[src/rtl/uart_cmd_decoder.sv]
// Command decoder behind uart_rx: parses 3A/CMD/DATA/CSUM packets, updates an LED register
// and answers every finished packet with ACK (0x06) or NAK (0x15) through uart_tx.
module uart_cmd_decoder #(
  parameter int unsigned TIMEOUT_CYCLES = 104160,
  parameter bit          ACK_EN         = 1'b1
) (
  input  logic       clock,
  input  logic       reset,
  input  logic [7:0] rd_data,
  input  logic       rd_valid,
  input  logic       frame_err,
  input  logic       parity_err,
  output logic       read_en,
  output logic [7:0] tr_data,
  output logic       send_en,
  input  logic       done,
  output logic [7:0] led,
  output logic [7:0] err_cnt,
  output logic       pkt_ok,
  output logic       busy
);

  localparam logic [7:0]      Sof     = 8'h3A;
  localparam logic [7:0]      Ack     = 8'h06;
  localparam logic [7:0]      Nak     = 8'h15;
  localparam int unsigned     TmoW    = $clog2(TIMEOUT_CYCLES + 1);
  localparam logic [TmoW-1:0] TmoLast = TmoW'(TIMEOUT_CYCLES - 1);

  typedef enum logic [2:0] {StHunt, StCmd, StData, StCsum, StExec, StAckWait} state_e;

  state_e          state_q, state_d;
  logic            pop_q;
  logic [7:0]      cmd_q, cmd_d, data_q, data_d, csum_q, csum_d;
  logic [7:0]      led_q, led_d, err_q, err_d, tr_q, tr_d;
  logic            send_q, send_d, pkt_ok_q, pkt_ok_d, busy_q, busy_d;
  logic [TmoW-1:0] tmo_q, tmo_d;

  logic       pop, byte_err, in_pkt, tmo_fire, cmd_known, err_inc, resp_req;
  logic [7:0] led_new, resp_byte;

  // Pop only every other cycle: the FIFO head needs one cycle to advance.
  assign pop      = !reset && rd_valid && !pop_q &&
                    (state_q inside {StHunt, StCmd, StData, StCsum});
  assign byte_err = frame_err | parity_err;
  assign in_pkt   = state_q inside {StCmd, StData, StCsum};
  assign tmo_fire = in_pkt && !pop && (tmo_q == TmoLast);

  always_comb begin
    cmd_known = 1'b1;
    led_new   = led_q;
    case (cmd_q)
      8'h41:   led_new = data_q;
      8'h42:   led_new = led_q | data_q;
      8'h43:   led_new = led_q & ~data_q;
      8'h44:   led_new = led_q ^ data_q;
      default: cmd_known = 1'b0;
    endcase
  end

  always_comb begin
    state_d   = state_q;
    cmd_d     = cmd_q;
    data_d    = data_q;
    csum_d    = csum_q;
    led_d     = led_q;
    tr_d      = tr_q;
    send_d    = 1'b0;
    pkt_ok_d  = 1'b0;
    err_inc   = 1'b0;
    resp_req  = 1'b0;
    resp_byte = Nak;
    tmo_d     = (pop || !in_pkt) ? '0 : tmo_q + TmoW'(1);

    unique case (state_q)
      StHunt: begin
        if (pop) begin
          if (byte_err) begin
            err_inc = 1'b1;
          end else if (rd_data == Sof) begin
            state_d = StCmd;
          end
        end
      end
      StCmd, StData, StCsum: begin
        if (pop && byte_err) begin
          err_inc  = 1'b1;
          resp_req = 1'b1;
        end else if (pop) begin
          if (state_q == StCmd) begin
            cmd_d   = rd_data;
            state_d = StData;
          end else if (state_q == StData) begin
            data_d  = rd_data;
            state_d = StCsum;
          end else begin
            csum_d  = rd_data;
            state_d = StExec;
          end
        end else if (tmo_fire) begin
          err_inc = 1'b1;
          state_d = StHunt;
        end
      end
      StExec: begin
        resp_req = 1'b1;
        if ((csum_q == (cmd_q ^ data_q)) && cmd_known) begin
          led_d     = led_new;
          pkt_ok_d  = 1'b1;
          resp_byte = Ack;
        end else begin
          err_inc = 1'b1;
        end
      end
      StAckWait: begin
        // A done coinciding with our own send_en belongs to an older frame.
        if (done && !send_q) state_d = StHunt;
      end
      default: state_d = StHunt;
    endcase

    if (resp_req) begin
      if (ACK_EN) begin
        state_d = StAckWait;
        send_d  = 1'b1;
        tr_d    = resp_byte;
      end else begin
        state_d = StHunt;
      end
    end

    err_d  = (err_inc && (err_q != 8'hFF)) ? err_q + 8'd1 : err_q;
    busy_d = (state_d != StHunt);
  end

  always_ff @(posedge clock or posedge reset) begin
    if (reset) begin
      state_q  <= StHunt;
      pop_q    <= 1'b0;
      cmd_q    <= 8'h00;
      data_q   <= 8'h00;
      csum_q   <= 8'h00;
      led_q    <= 8'h00;
      err_q    <= 8'h00;
      tr_q     <= 8'h00;
      send_q   <= 1'b0;
      pkt_ok_q <= 1'b0;
      busy_q   <= 1'b0;
      tmo_q    <= '0;
    end else begin
      state_q  <= state_d;
      pop_q    <= pop;
      cmd_q    <= cmd_d;
      data_q   <= data_d;
      csum_q   <= csum_d;
      led_q    <= led_d;
      err_q    <= err_d;
      tr_q     <= tr_d;
      send_q   <= send_d;
      pkt_ok_q <= pkt_ok_d;
      busy_q   <= busy_d;
      tmo_q    <= tmo_d;
    end
  end

  assign read_en = pop;
  assign tr_data = tr_q;
  assign send_en = send_q;
  assign led     = led_q;
  assign err_cnt = err_q;
  assign pkt_ok  = pkt_ok_q;
  assign busy    = busy_q;

endmodule
[config.mk]
export PLATFORM = sky130hd
export DESIGN_NAME = uart_cmd_decoder
export DESIGN_NICKNAME = d
export VERILOG_FILES = /design/src/rtl/uart_cmd_decoder.sv
export SDC_FILE = /design/constraint.sdc
export NUM_CORES = 1
export LEC_CHECK = 0
export ABC_AREA = 1
export BUFFER_PORTS_ARGS = -buffer_cell sky130_fd_sc_hd__buf_2
export CORE_MARGIN = 2
export CORE_UTILIZATION = 24
export DETAILED_ROUTE_END_ITERATION = 6
export GPL_TIMING_DRIVEN = 1
export PLACE_DENSITY = 0.38
export REMOVE_ABC_BUFFERS = 1
export SLEW_MARGIN = 30
export SYNTH_ARGS = -nofsm -noshare
export SYNTH_HDL_FRONTEND = slang
export SYNTH_SLANG_ARGS = --single-unit
[constraint.sdc]
create_clock -name clock -period 3.2 [get_ports clock]
set_clock_uncertainty 0.15 [all_clocks]
set_input_delay 0.96 -clock clock [delete_from_list [all_inputs] [get_ports clock]]
set_output_delay 0.96 -clock clock [all_outputs]
set_load 0.01 [all_outputs]
==> results.toml <==
[synthesis]
synth_top_area_cell = "dfrtp_1"
ys_top_cells_by_count = "nand2_1 (126), dfrtp_1 (67), inv_1 (61)"
avgSynthCellArea_um2 = 7.961
ys_ff_latch = 67
synth_edf_count = 0
yosys.area.top_type_share = 0.4388
synthArstFlopShare = 1.000
synth_cells = 480
yosysMostFrequentCell = "nand2_1"
synth_cell_types = 38
synth_top_flop_cell = "dfrtp_1"
ys_warn_count = 0
synth_area_leaders = "dfrtp_1 (44%), nand2_1 (12%), inv_1 (6.0%), ha_1 (5.9%), nand3_1 (4.6%)"
synth_seq_area_share = 0.4388
synth_area_um2 = 3821

[clock_network]
cts_tree = "done"
h-tree-depth = 3
clock_sinks = 67
ctsResizeCount = 0
clk_latency_ns = 0.33
root_buffer = "clkbuf_16"
clk_pin_slew_worst_paths_ns = 0.05
postCtsSetupBuffers = 0
numCtsBuffers = 9
cts_max_path_buffers = 2
ctsHoldBuffers = 0

[sta]
max_freq_mhz = 363.5
tns_ns = 0
finalMaxSlewViolations = 0
setup_viol = 0
hold_viol_final = 0
rsz0062_at_grt = "no"
fin_crit_sh = 0.8597
fin_crit_ns = 2.751

[cells_and_area]
antenna_cells = 0
drive_gt1_frac = 0.1645
nFillCells = 1719
syn2layout_area_growth_pct = 18.86
fin_nets = 556

[routing]
drt_iter0_markers = 124
dr.pass1.iters = 4
post_drt_wl_per_cell_um = 12.55
ant_nets = 0
routed_wl_mm = 9.348
vias_per_cell = 4.231
vias = 3152
drcViolationCount = 0

[worst_setup_path]
worst_setup_path_end_kind = "output pin"
cp_max_fo = 4
crit_chain = "buf_2 > nor2_1 > nand3_2 > inv_1 > buf_2"
rrSetupSlack_ns = 1.06
cp.arrival_ns = 1.64
cp_num_buf_inv = 3
slowest_delay_ns = 0.16
r2r-end = "led[0]$_DFFE_PP0P_"
cpMostUsedCell = "buf_2"
slowest_stage = "nand3_2"
crit_type = "in2out"
path_delay_family = "buffers and inverters"
cp.depth = 5
r2r_start = "cmd_q[5]$_DFFE_PP0P_"
reg2reg_depth = 8
crit_required_ns = 2.09
cp-start-kind = "primary input"

[die]
initial_core_util = 0.2432
std_cell_rows = 46
coreArea_um2 = 15710
io_pins = 42
die_h_um = 130.2
fp.dieArea_um2 = 16950
fp.dieW_um = 130.2

[power]
finalPower_mw = 2.783
powerDensity_nw_per_um2 = 612.8
peakVddDrop_v = 0.0003220
total_leakage_power_nw = 2.259

[placed_design]
io_buffers = 37
place.gp.congestion = 0.7873
hpwlAfterDp_mm = 6.869

[flow_run]
cap_violations = 0

[grt]
antenna_found_initial = 0
grt_max_degree = 68
grt_pass1_wl_mm = 15.82
gr-total-overflow = 0
grt_usage = 0.1209
grt_pass1_vias = 3200

[hold_path]
hp-start = "tmo_q[0]$_DFF_PP0_"
hold_class = "reg2reg"
whs_endpoint = "tmo_q[0]$_DFF_PP0_"
holdPathStages = 1

[status]
status = "completed"
[worst max-delay path by stage]
stage | from | to
4_1_cts | reset | read_en
2_1_floorplan | reset | busy$_DFF_PP0_
3_5_place_dp | reset | read_en
3_3_place_gp | reset | read_en
6_report | reset | read_en
5_1_grt | reset | read_en
[power by group]
group,internal [mW],total (mW),switching (mW)
Clock,0.609,0.983,0.374
Combinational,0.244,0.701,0.456
Sequential,0.962,1.10,0.137
[cell type report]
type,count,area [µm²],area share
Timing Repair Buffer,42,235.2,0.05179
Sequential cell,67,1677,0.3691
Tap cell,216,270.3,0.05950
Multi-Input combinational cell,337,1808,0.3981
Clock buffer,15,287.8,0.06336
Inverter,67,259.0,0.05702
Clock inverter,1,5.005,0.001102
[worst register-to-register path: cells and delay by family (launching register included)]
family,cells,cell delay [ns]
flops,1,0.40
simple gates,5,0.98
compound gates,2,0.32
buf+inv,1,0.24
[flip-flops by register name, indices dropped and copies added, names as in the netlist]
signal and cells:
cmd_q 8, busy 1, tr_data 3, led 8, csum_q 8, data_q 8
pkt_ok 1, state_q 3, tmo_q 17, send_en 1, err_cnt 8, pop_q 1
[per-stage QoR]
step / utilization / instances / worst slack (ns) / instance area [µm²] / hold slack (ns)
6_report: 0.2891 / 745 / 0.4491 / 4542 / 0.3115
5_1_grt: 0.2891 / 745 / 0.3414 / 4542 / 0.3449
4_1_cts: 0.2891 / 745 / 0.4390 / 4542 / 0.3200
3_5_place_dp: 0.2704 / 729 / 0.4453 / 4249 / 0.3060
3_3_place_gp: 0.2704 / 729 / 0.4424 / 4249 / 0.2985
2_1_floorplan: - / 471 / 0.4068 / 3744 / 0.2829
[routing by layer]
metal,track usage,part of all wire
met4,0.04175,0.018
met1,0.1468,0.46
met3,0.03362,0.046
met2,0.2060,0.47
met5,0,0
[cell usage in the layout (no fill, tap or decap), drive strengths merged, types with 4 or more instances in the layout]
master	count
o2111ai	7
inv	66
xor2	7
a21oi	7
ha	18
conb	4
nand3	38
clkbuf	15
nand3b	7
buf	42
nand2	132
dfrtp	67
nor3	14
o21ai	39
nor2	45
[cell families (layout without fill, tap and decap cells)]
family,Yosys count,in the layout,share of synthesized area
and+or+nand+nor,246,246,0.2937
buffers and inverters,79,125,0.09103
DFF,67,67,0.4388
AOI/OAI and AO/OA,56,56,0.08481
adders and majority gates,18,18,0.05894
xor gates and xnor gates,10,10,0.02292
muxes,3,3,0.008840
other,1,4,0.0009814
(Power assumes the default switching activity.)
